`src/rtl/cu_pkg.sv`:
```
// Shared types for the pipelined control unit: opcodes, ALU-op and forward encodings,
// the per-stage control bundles and the ID-stage decoder.
package cu_pkg;

    localparam int REG_W  = 5;
    localparam int OP_W   = 6;
    localparam int ALUOP_BITS = 2;

    localparam logic [OP_W-1:0] OP_RTYPE   = 6'b000000;
    localparam logic [OP_W-1:0] OP_J       = 6'b000010;
    localparam logic [OP_W-1:0] OP_JAL     = 6'b000011;
    localparam logic [OP_W-1:0] OP_BEQ     = 6'b000100;
    localparam logic [OP_W-1:0] OP_BNE     = 6'b000101;
    localparam logic [OP_W-1:0] OP_ADDI    = 6'b001000;
    localparam logic [OP_W-1:0] OP_SLTI    = 6'b001010;
    localparam logic [OP_W-1:0] OP_SPECIAL = 6'b011100;
    localparam logic [OP_W-1:0] OP_LW      = 6'b100011;
    localparam logic [OP_W-1:0] OP_SW      = 6'b101011;

    localparam logic [ALUOP_BITS-1:0] ALU_ADD   = 2'b00;
    localparam logic [ALUOP_BITS-1:0] ALU_SUB   = 2'b01;
    localparam logic [ALUOP_BITS-1:0] ALU_FUNCT = 2'b10;
    localparam logic [ALUOP_BITS-1:0] ALU_SLT   = 2'b11;

    localparam logic [1:0] FWD_RF  = 2'b00;
    localparam logic [1:0] FWD_WB  = 2'b01;
    localparam logic [1:0] FWD_MEM = 2'b10;

    localparam logic [REG_W-1:0] REG_RA = 5'd31;

    typedef struct packed {
        logic [ALUOP_BITS-1:0] alu_op;
        logic                  alu_src;
        logic                  reg_dst;
        logic                  is_slt;
        logic                  branch;
        logic                  bne;
    } ex_ctrl_t;

    typedef struct packed {
        logic mem_rd;
        logic mem_wr;
    } mem_ctrl_t;

    typedef struct packed {
        logic             reg_write;
        logic             mem_to_reg;
        logic             jal;
        logic [REG_W-1:0] dest;
    } wb_ctrl_t;

    typedef struct packed {
        ex_ctrl_t  ex;
        mem_ctrl_t mem;
        wb_ctrl_t  wb;
    } ex_stage_t;

    typedef struct packed {
        mem_ctrl_t mem;
        wb_ctrl_t  wb;
    } mem_stage_t;

    // Full ID bundle; jump only steers the PC so it never enters the pipe.
    typedef struct packed {
        logic      jump;
        ex_stage_t stg;
    } ctrl_t;

    localparam ctrl_t CTRL_NOP = '0;

    function automatic ctrl_t cu_decode(input logic             valid,
                                        input logic [OP_W-1:0]  opcode,
                                        input logic [REG_W-1:0] rt,
                                        input logic [REG_W-1:0] rd);
        ctrl_t c;
        c = CTRL_NOP;
        if (valid) begin
            case (opcode)
                OP_RTYPE, OP_SPECIAL: begin
                    c.stg.ex.reg_dst   = 1'b1;
                    c.stg.ex.alu_op    = ALU_FUNCT;
                    c.stg.wb.reg_write = 1'b1;
                end
                OP_LW: begin
                    c.stg.ex.alu_src    = 1'b1;
                    c.stg.ex.alu_op     = ALU_ADD;
                    c.stg.mem.mem_rd    = 1'b1;
                    c.stg.wb.mem_to_reg = 1'b1;
                    c.stg.wb.reg_write  = 1'b1;
                end
                OP_SW: begin
                    c.stg.ex.alu_src = 1'b1;
                    c.stg.mem.mem_wr = 1'b1;
                end
                OP_BEQ, OP_BNE: begin
                    c.stg.ex.branch = 1'b1;
                    c.stg.ex.alu_op = ALU_SUB;
                    c.stg.ex.bne    = (opcode == OP_BNE);
                end
                OP_ADDI: begin
                    c.stg.ex.alu_src   = 1'b1;
                    c.stg.ex.alu_op    = ALU_ADD;
                    c.stg.wb.reg_write = 1'b1;
                end
                OP_SLTI: begin
                    c.stg.ex.alu_src   = 1'b1;
                    c.stg.ex.is_slt    = 1'b1;
                    c.stg.ex.alu_op    = ALU_SLT;
                    c.stg.wb.reg_write = 1'b1;
                end
                OP_J: begin
                    c.jump = 1'b1;
                end
                OP_JAL: begin
                    c.jump             = 1'b1;
                    c.stg.wb.jal       = 1'b1;
                    c.stg.wb.reg_write = 1'b1;
                end
                default: ;
            endcase
            if (c.stg.ex.reg_dst)
                c.stg.wb.dest = rd;
            else if (c.stg.wb.jal)
                c.stg.wb.dest = REG_RA;
            else if (c != CTRL_NOP)
                c.stg.wb.dest = rt;
        end
        return c;
    endfunction

    // rs is always treated as a source; rt only for register-register forms.
    function automatic logic cu_reads_rt(input logic [OP_W-1:0] opcode);
        return (opcode == OP_RTYPE) || (opcode == OP_BEQ) ||
               (opcode == OP_BNE) || (opcode == OP_SW);
    endfunction

endpackage

```
`src/rtl/cu_hazard_unit.sv`:
```
// Stall, flush and (with CU_FORWARD_EN) forward-select logic, all combinational
// from the current stage registers and the ID-stage inputs.
module cu_hazard_unit
    import cu_pkg::*;
(
    input  logic             id_valid,
    input  logic [REG_W-1:0] id_rs,
    input  logic [REG_W-1:0] id_rt,
    input  logic             id_reads_rt,
    input  logic             id_jump,
    input  logic             ex_mem_rd,
    input  logic [REG_W-1:0] ex_dest,
    input  logic             ex_branch,
    input  logic             ex_branch_taken,
    input  logic             mem_reg_write,
    input  logic [REG_W-1:0] mem_dest,
`ifdef CU_FORWARD_EN
    input  logic             wb_reg_write,
    input  logic [REG_W-1:0] wb_dest,
    input  logic [REG_W-1:0] ex_rs,
    input  logic [REG_W-1:0] ex_rt,
    output logic [1:0]       fwd_a,
    output logic [1:0]       fwd_b,
`else
    input  logic             ex_reg_write,
`endif
    output logic             stall_if,
    output logic             flush_ifid,
    output logic             bubble_ex
);

    function automatic logic hits(input logic             wr,
                                  input logic [REG_W-1:0] dest,
                                  input logic [REG_W-1:0] src);
        return wr && (dest != '0) && (dest == src);
    endfunction

    logic rt_used;
    logic hazard;
    logic taken;

    assign rt_used = id_valid & id_reads_rt;
    assign taken   = ex_branch & ex_branch_taken;

`ifdef CU_FORWARD_EN
    // Only a load in EX cannot be bypassed; everything else is forwarded.
    assign hazard = (id_valid && hits(ex_mem_rd, ex_dest, id_rs)) ||
                    (rt_used  && hits(ex_mem_rd, ex_dest, id_rt));

    function automatic logic [1:0] fwd_sel(input logic [REG_W-1:0] src);
        if (hits(mem_reg_write, mem_dest, src))
            return FWD_MEM;
        else if (hits(wb_reg_write, wb_dest, src))
            return FWD_WB;
        else
            return FWD_RF;
    endfunction

    assign fwd_a = fwd_sel(ex_rs);
    assign fwd_b = fwd_sel(ex_rt);
`else
    logic load_or_alu_ex;
    assign load_or_alu_ex = ex_reg_write | ex_mem_rd;
    assign hazard = (id_valid && (hits(load_or_alu_ex, ex_dest, id_rs) ||
                                  hits(mem_reg_write, mem_dest, id_rs))) ||
                    (rt_used  && (hits(load_or_alu_ex, ex_dest, id_rt) ||
                                  hits(mem_reg_write, mem_dest, id_rt)));
`endif

    // A taken branch squashes the ID instruction, so any stall it wanted is moot.
    assign stall_if   = hazard & ~taken;
    assign flush_ifid = taken | (id_jump & ~hazard);
    assign bubble_ex  = taken | hazard;

endmodule

```
`src/rtl/pipe_ctrl_unit.sv`:
```
// Pipelined MIPS control unit: ID decode plus ID/EX, EX/MEM, MEM/WB control registers.
// Define CU_FORWARD_EN to add the fwd_a/fwd_b forwarding selects.
module pipe_ctrl_unit
    import cu_pkg::*;
#(
    parameter int REG_ADDR_W = 5,
    parameter int OPCODE_W   = 6,
    parameter int ALUOP_W    = 2
) (
    input  logic                  clock,
    input  logic                  reset,
    input  logic                  id_valid,
    input  logic [OPCODE_W-1:0]   id_opcode,
    input  logic [REG_ADDR_W-1:0] id_rs,
    input  logic [REG_ADDR_W-1:0] id_rt,
    input  logic [REG_ADDR_W-1:0] id_rd,
    input  logic                  ex_branch_taken,
    output logic                  stall_if,
    output logic                  flush_ifid,
`ifdef CU_FORWARD_EN
    output logic [1:0]            fwd_a,
    output logic [1:0]            fwd_b,
`endif
    output logic                  id_jump,
    output logic                  id_jal,
    output logic [ALUOP_W-1:0]    ex_alu_op,
    output logic                  ex_alu_src,
    output logic                  ex_reg_dst,
    output logic                  ex_is_slt,
    output logic                  ex_branch,
    output logic                  ex_bne,
    output logic                  mem_mem_rd,
    output logic                  mem_mem_wr,
    output logic                  wb_reg_write,
    output logic                  wb_mem_to_reg,
    output logic                  wb_jal,
    output logic [REG_ADDR_W-1:0] wb_dest
);

    ctrl_t      id_ctrl;
    ex_stage_t  ex_d, ex_q;
    mem_stage_t mem_q;
    wb_ctrl_t   wb_q;
    logic       bubble_ex;

    assign id_ctrl = cu_decode(id_valid, id_opcode, id_rt, id_rd);
    assign id_jump = id_ctrl.jump;
    assign id_jal  = id_ctrl.stg.wb.jal;
    assign ex_d    = bubble_ex ? CTRL_NOP.stg : id_ctrl.stg;

`ifdef CU_FORWARD_EN
    logic [REG_W-1:0] ex_rs_d, ex_rs_q;
    logic [REG_W-1:0] ex_rt_d, ex_rt_q;

    assign ex_rs_d = bubble_ex ? '0 : id_rs;
    assign ex_rt_d = bubble_ex ? '0 : id_rt;

    always_ff @(posedge clock or posedge reset) begin
        if (reset) begin
            ex_rs_q <= '0;
            ex_rt_q <= '0;
        end else begin
            ex_rs_q <= ex_rs_d;
            ex_rt_q <= ex_rt_d;
        end
    end
`endif

    cu_hazard_unit u_hazard (
        .id_valid        (id_valid),
        .id_rs           (id_rs),
        .id_rt           (id_rt),
        .id_reads_rt     (cu_reads_rt(id_opcode)),
        .id_jump         (id_ctrl.jump),
        .ex_mem_rd       (ex_q.mem.mem_rd),
        .ex_dest         (ex_q.wb.dest),
        .ex_branch       (ex_q.ex.branch),
        .ex_branch_taken (ex_branch_taken),
        .mem_reg_write   (mem_q.wb.reg_write),
        .mem_dest        (mem_q.wb.dest),
`ifdef CU_FORWARD_EN
        .wb_reg_write    (wb_q.reg_write),
        .wb_dest         (wb_q.dest),
        .ex_rs           (ex_rs_q),
        .ex_rt           (ex_rt_q),
        .fwd_a           (fwd_a),
        .fwd_b           (fwd_b),
`else
        .ex_reg_write    (ex_q.wb.reg_write),
`endif
        .stall_if        (stall_if),
        .flush_ifid      (flush_ifid),
        .bubble_ex       (bubble_ex)
    );

    // EX/MEM/WB keep shifting during a stall; only ID is held upstream.
    always_ff @(posedge clock or posedge reset) begin
        if (reset) begin
            ex_q  <= CTRL_NOP.stg;
            mem_q <= '0;
            wb_q  <= '0;
        end else begin
            ex_q      <= ex_d;
            mem_q.mem <= ex_q.mem;
            mem_q.wb  <= ex_q.wb;
            wb_q      <= mem_q.wb;
        end
    end

    assign ex_alu_op     = ex_q.ex.alu_op;
    assign ex_alu_src    = ex_q.ex.alu_src;
    assign ex_reg_dst    = ex_q.ex.reg_dst;
    assign ex_is_slt     = ex_q.ex.is_slt;
    assign ex_branch     = ex_q.ex.branch;
    assign ex_bne        = ex_q.ex.bne;
    assign mem_mem_rd    = mem_q.mem.mem_rd;
    assign mem_mem_wr    = mem_q.mem.mem_wr;
    assign wb_reg_write  = wb_q.reg_write;
    assign wb_mem_to_reg = wb_q.mem_to_reg;
    assign wb_jal        = wb_q.jal;
    assign wb_dest       = wb_q.dest;

endmodule

```
`config.mk`:
```
export PLATFORM = sky130hd
export DESIGN_NAME = pipe_ctrl_unit
export DESIGN_NICKNAME = d
export VERILOG_FILES = /design/src/rtl/cu_pkg.sv /design/src/rtl/cu_hazard_unit.sv /design/src/rtl/pipe_ctrl_unit.sv
export SDC_FILE = /design/constraint.sdc
export NUM_CORES = 1
export LEC_CHECK = 0
export ABC_AREA = 0
export CAP_MARGIN = 20
export CORE_MARGIN = 2
export CORE_UTILIZATION = 43
export CTS_CLUSTER_SIZE = 40
export DETAILED_ROUTE_END_ITERATION = 7
export PLACE_DENSITY = 0.76
export SYNTH_ARGS = -nofsm -noshare
export SYNTH_HDL_FRONTEND = slang
export SYNTH_SLANG_ARGS = --single-unit
export TNS_END_PERCENT = 1
```
`constraint.sdc`:
```
create_clock -name clock -period 1.7 [get_ports clock]
set_input_delay 0.17 -clock clock [delete_from_list [all_inputs] [get_ports clock]]
set_output_delay 0.17 -clock clock [all_outputs]
set_load 0.01 [all_outputs]
```
# Yosys cells after proc, flatten, opt, wreduce, memory -nomap -nowiden
# Cells that the tools add are included.
totals:
  regBits: 35
  wordCells: 92
classes:
  n_eq_ne: 13
  mux: 25
  n_bitwise: 9
  n_reduce_logical: 23
op_table:
  columns: ["cell", "n"]
  rows:
  - ["5-bit == test", 4]
  - ["18-bit two-way mux", 1]
  - ["17-bit two-way mux", 1]
  - ["1-bit two-way mux", 16]
  - ["5-bit two-way mux", 3]
  - ["13-bit nonzero test", 1]
  - ["6-bit by 2-bit == test with 1-bit output (second input constant)", 2]
  - ["6-bit by 3-bit == test with 1-bit output (second input constant)", 2]
  - ["6-bit by 4-bit == test with 1-bit output (second input constant)", 2]
  - ["6-bit == test (second input constant)", 2]
  - ["5-bit nonzero test", 2]
  - ["1-bit logical AND", 8]
  - ["6-bit by 5-bit == test with 1-bit output (second input constant)", 1]
  - ["6-bit logical NOT", 1]
  - ["1-bit logical OR", 6]
  - ["2-bit two-way mux", 3]
  - ["2-bit one-hot mux with 3 select lines", 1]
  - ["2-bit OR reduction", 3]
  - ["6-bit OR reduction", 1]
  - ["1-bit AND", 4]
  - ["4-bit OR reduction", 1]
  - ["1-bit bitwise OR", 3]
  - ["1-bit inverter", 2]

# Logic depth before layout (Yosys ltp)
depth:
  word_depth: 11
  depth_mapped: 6
  ltp_nobuf: 5

# Hierarchy
# A second synthesis with hierarchy kept.
hier_totals:
  cells_unflattened: 141
  area_unflattened_um2: 1537.7
modules_own_cells:
  columns: ["mod", "n_inst", "cells_each", "area_each_um2", "seq_area_each_um2"]
  rows:
  - ["pipe_ctrl_unit", 1, 101, 1248.7, 825.8]
  - ["cu_hazard_unit", 1, 40, 289.0, 0.0]

# Least setup slack after synthesis
# Ideal clock, no wire load.
synth_timing:
  kind: "register to output"
  start: "reg mem_q[2] in the netlist's numbering"
  end: "out stall_if"
  arrival_ps: 1638
  required_ps: 1530
  setup_slack_ps: -108
  path_stages_with_launch: 6
  n_path_buf: 0
  cell_sequence: "dfrtp_1 -> xnor2_1 -> nand3_1 -> or4_1 -> a22oi_4 -> o211a_1"
synth_via:
  elab_chain_cells: 7
  elab_cells_between_ends: 12
synth_rtl:
  columns: ["item", "line", "source"]
  rows:
  - ["start: declaration", "pipe_ctrl_unit.sv:42", "mem_stage_t mem_q;"]
  - ["5-bit nonzero test", "cu_hazard_unit.sv:35", "return wr && (dest != '0) && (dest == src);"]
  - ["1-bit logical AND (2 in a row)", "cu_hazard_unit.sv:35", null]
  - ["1-bit logical OR (on tied branches)", "cu_hazard_unit.sv:64, cu_hazard_unit.sv:66", null]
  - ["1-bit logical AND (on tied branches)", "cu_hazard_unit.sv:64, cu_hazard_unit.sv:66", null]
  - ["1-bit logical OR (*)", "cu_hazard_unit.sv:65", "hits(mem_reg_write, mem_dest, id_rs))) ||"]
  - ["1-bit AND (*)", "cu_hazard_unit.sv:71", "assign stall_if = hazard & ~taken;"]
  - ["end: declaration", "pipe_ctrl_unit.sv:18", "output logic stall_if,"]
# Every way passes the cells marked *; elsewhere a longest branch is shown, timed or not.

# Worst setup path after layout
layout_timing:
  start: "reg mem_q[0] in the netlist's numbering"
  end: "out stall_if"
# Same word-level chain as after synthesis.

==> summary.md <==
| Metric | Value |
|---|---|
| Post-synthesis cell type count | `40` |
| Fmax | `around 460 MHz` |
| CP required | `between 1.5 and 2 ns` |
| Initial Util | `44.91%` |
| Startpoint Class | `flip-flop` |
| WP buf/inv | `2` |
| Vert. Die Dim | `about 66 µm` |
| WP data arrival | `2.00 ns` |
| FFs w/ async S/R, synth | `100.0%` |
| Clock skew | `between 0.002 and 0.0025 ns` |
| Worst setup EP type | `output port` |
| Post-Syn Instances | `~150` |
| Largest register FFs | `9` |
| Die area | `around 4400 µm²` |
| Wire length per cell | `around 15 µm` |
| RSZ-0062 raised after global routing | `yes` |
| Final period utilization | `127.8%` |
| Core region area | `3689 µm²` |
| YS warnings | `0` |
| Share of cells above drive strength 1 | `33.76%` |
| CP Max Fanout | `3` |
| Vias in the first global route | `about 1500` |
| Sequential share of the synthesized area | `approximately 50%` |
| Total CTS buffers | `5` |
| Initial DRT Pass Iterations | `4` |
| CTS Sinks | `33` |
| Worst-path clk slew | `roughly 0.07 ns` |
| Final Hold Fails | `0` |
| Setup TNS | `-5.529 ns` |
| Comb power frac | `about 17%` |
| CTS tree | `built` |
| Diode count | `0` |
| Netlist Area Pre-Place | `around 1700 µm²` |
| Post-Syn Nets | `~170` |
| Crit path time final | `about 2.2 ns` |
| Final global-route overflow total | `0` |
| Slew Limit Fails | `0` |
| Post-synth top flop | `dfrtp_1` |
| Synth-to-Final Area Change | `58.99%` |
| Root Buffer | `clkbuf_8` |
| Die Wd | `roughly 66 µm` |
| Detailed Route WL | `4.363 mm` |
| Clk pwr share | `39.2%` |
| Setup Viol. Count Final | `18` |
| Vias/cell | `slightly above 5` |
| CP Cell Sequence | `buf_4 > xor2_1 > or4_4 > a22oi_4 > o211a_1 > buf_2` |
| Pwr dens | `roughly 710 nW/µm²` |
| Max incr delay on CP | `0.56 ns` |
| Maximum VDD drop | `368.8 µV` |
| Initial antenna violation count | `0` |
| Drt drc | `0` |
| DP Worst Slack | `-0.6848 ns` |
| Minimum hold slack | `roughly 0.27 ns` |
| # rows | `22` |
| Skew-Pair Late Insertion Delay | `between 0.2 and 0.3 ns` |
| H-tree depth | `2` |
| Port Buffers | `45` |
| Final HPWL DP | `between 3 and 4 mm` |
| Failing checks | `setup timing` |
| Mean area per synthesized cell | `11.35 µm²` |
| Switching share of power | `about a quarter` |
| First-pass GRT wire length | `slightly below 7 mm` |
| Switch Pwr | `roughly 0.00045 W` |
| Hold/Removal Path Class | `input port to asynchronous set/reset pin` |
| Status | `finished with violations` |
| Top-Level Pins | `between 40 and 50` |
| Reg with most FFs | `ex_q` |
| Number of flops mapped to enable cells by yosys | `0` |
| CTS max path bufs | `2` |
| Gpl congestion | `a little over 0.9` |
| Largest net degree at the start of global routing | `34` |
| Total setup buffers inserted after CTS | `0` |
| PnR worst setup slack | `-0.4724 ns` |
| DR iter-0 viols | `between 80 and 90` |
| Crit-path slowest cell | `or4_4` |
| Post-route antenna net violation count | `0` |
| Power consumption | `about 0.0019 W` |
| Via count | `~1500` |
| Max-cap check violation count | `0` |
| Seq pwr share | `43.8%` |
| Leakage | `1.220 nW` |
| Hold Buf Count CTS | `0` |
| Relative slew slack | `between 70% and 80%` |
| Actual transition at the worst max-transition pin | `slightly above 0.4 ns` |
| Seq cells post-synth | `33` |
| Total global-route track usage | `a little over a fifth` |
| P_int | `around 0.0014 W` |
| Delay-heaviest family, CP | `simple AND/OR/NAND/NOR gates` |
| # nets final | `261` |
| Critical path class | `flip-flop to output port` |
==> per-layer routing <==
layer	track usage [%]	part of all wire [%]	vias to the layer above
met2	41.54	55	47
met5	0	0	-
met4	10.20	2.3	0
met1	23.02	38	703
li1	-	-	703
met3	3.578	3.9	8
==> what timing repair did <==
item	4_1_cts	5_1_grt
pin swaps	7	4
setup endpoints to repair	20	20
hold endpoints to repair	0	0
gates resized for setup	20	5
==> synthesized netlist by cell type, types with 2 or more instances <==
master | number | area (µm²)
xor2_1 | 11 | 96.34
xnor2_1 | 10 | 87.58
nor3_2 | 10 | 100.1
nand3_1 | 7 | 35.03
nor4_1 | 4 | 25.02
o22ai_1 | 5 | 31.28
o21ai_0 | 3 | 15.01
buf_6 | 2 | 22.52
nor3b_1 | 2 | 15.01
buf_4 | 2 | 15.01
inv_1 | 4 | 15.01
or4_1 | 3 | 22.52
dfrtp_1 | 33 | 825.8
a21boi_0 | 5 | 37.54
nor2_1 | 6 | 22.52
nor3_1 | 6 | 30.03
nand2_1 | 5 | 18.77
nand4_1 | 2 | 12.51
buf_2 | 2 | 10.01
nand2b_1 | 4 | 25.02
==> metrics by stage <==
step                      std cells  area [µm²]  util [%]
after global routing            285        2634     71.40
after detailed placement        277        2472     67.03
after global placement          277        2472     67.03
after CTS                       285        2624     71.13
after floorplan                 146        1660         -
final                           285        2634     71.40
==> layout make-up <==
class	count	area (µm²)
sequential	33	825.8
inverter	4	15.01
timing repair buffer	91	797.0
clock buffer	5	68.82
tap	48	60.06
fill	275	1055
multi-input combinational	101	820.8
clock inverter	3	46.29
==> worst register-to-register path: cells and delay by family (launching register included) <==
kind            cells  cell delay (ns)
simple gates        4             1.04
flops               1             0.42
buf+inv             2             0.32
compound gates      1             0.16
==> power groups by stage <==
| stage | registers, W | logic, W | clock network [W] |
|---|---|---|---|
| after floorplan | 0.000835 | 0.000120 | 0 |
| after global placement | 0.000829 | 0.000295 | 0 |
| after detailed placement | 0.000830 | 0.000302 | 0 |
| after CTS | 0.000816 | 0.000315 | 0.000750 |
| after global routing | 0.000818 | 0.000342 | 0.000778 |
| final | 0.000816 | 0.000317 | 0.000730 |
==> layout by cell type, fill, tap and decap left out, types with 2 or more instances in the layout <==
cell type / synthesis / routed
a21boi_0: 5 / 5
buf_2: 2 / 2
buf_4: 2 / 44
clkbuf_8: 0 / 5
clkdlybuf4s50_1: 0 / 41
dfrtp_1: 33 / 33
inv_1: 4 / 4
nand2_1: 5 / 5
nand2b_1: 4 / 3
nand3_1: 7 / 7
nand4_1: 2 / 2
nor2_1: 6 / 6
nor3_1: 6 / 4
nor3_2: 10 / 11
nor4_1: 4 / 3
o21ai_0: 3 / 2
o22ai_1: 5 / 5
or4_4: 0 / 2
xnor2_1: 10 / 9
xor2_1: 11 / 11
==> cells by family after synthesis <==
family	Yosys count	share of synthesized area, %
and+or+nand+nor	57	24.02
DFF	33	49.85
AOI/OAI and AO/OA	23	10.73
xor gates and xnor gates	21	11.10
buffers and inverters	12	4.304
==> worst paths after layout <==
check                                        start                    to  slack, ns  cells past startpoint
max in group asynchronous                    reset   ex_branch$_DFF_PP0_       1.14                      3
worst min-delay path                         reset  wb_dest[3]$_DFF_PP0_       0.27                      3
worst min register to register  mem_q[5]$_DFF_PP0_      wb_jal$_DFF_PP0_       0.35                      0
worst max-delay path            mem_q[0]$_DFF_PP0_              stall_if      -0.47                      6
worst max register to register  mem_q[2]$_DFF_PP0_     ex_q[7]$_DFF_PP0_      -0.33                      7
min in group clock              mem_q[5]$_DFF_PP0_      wb_jal$_DFF_PP0_       0.35                      0
(Power assumes the default switching activity.)
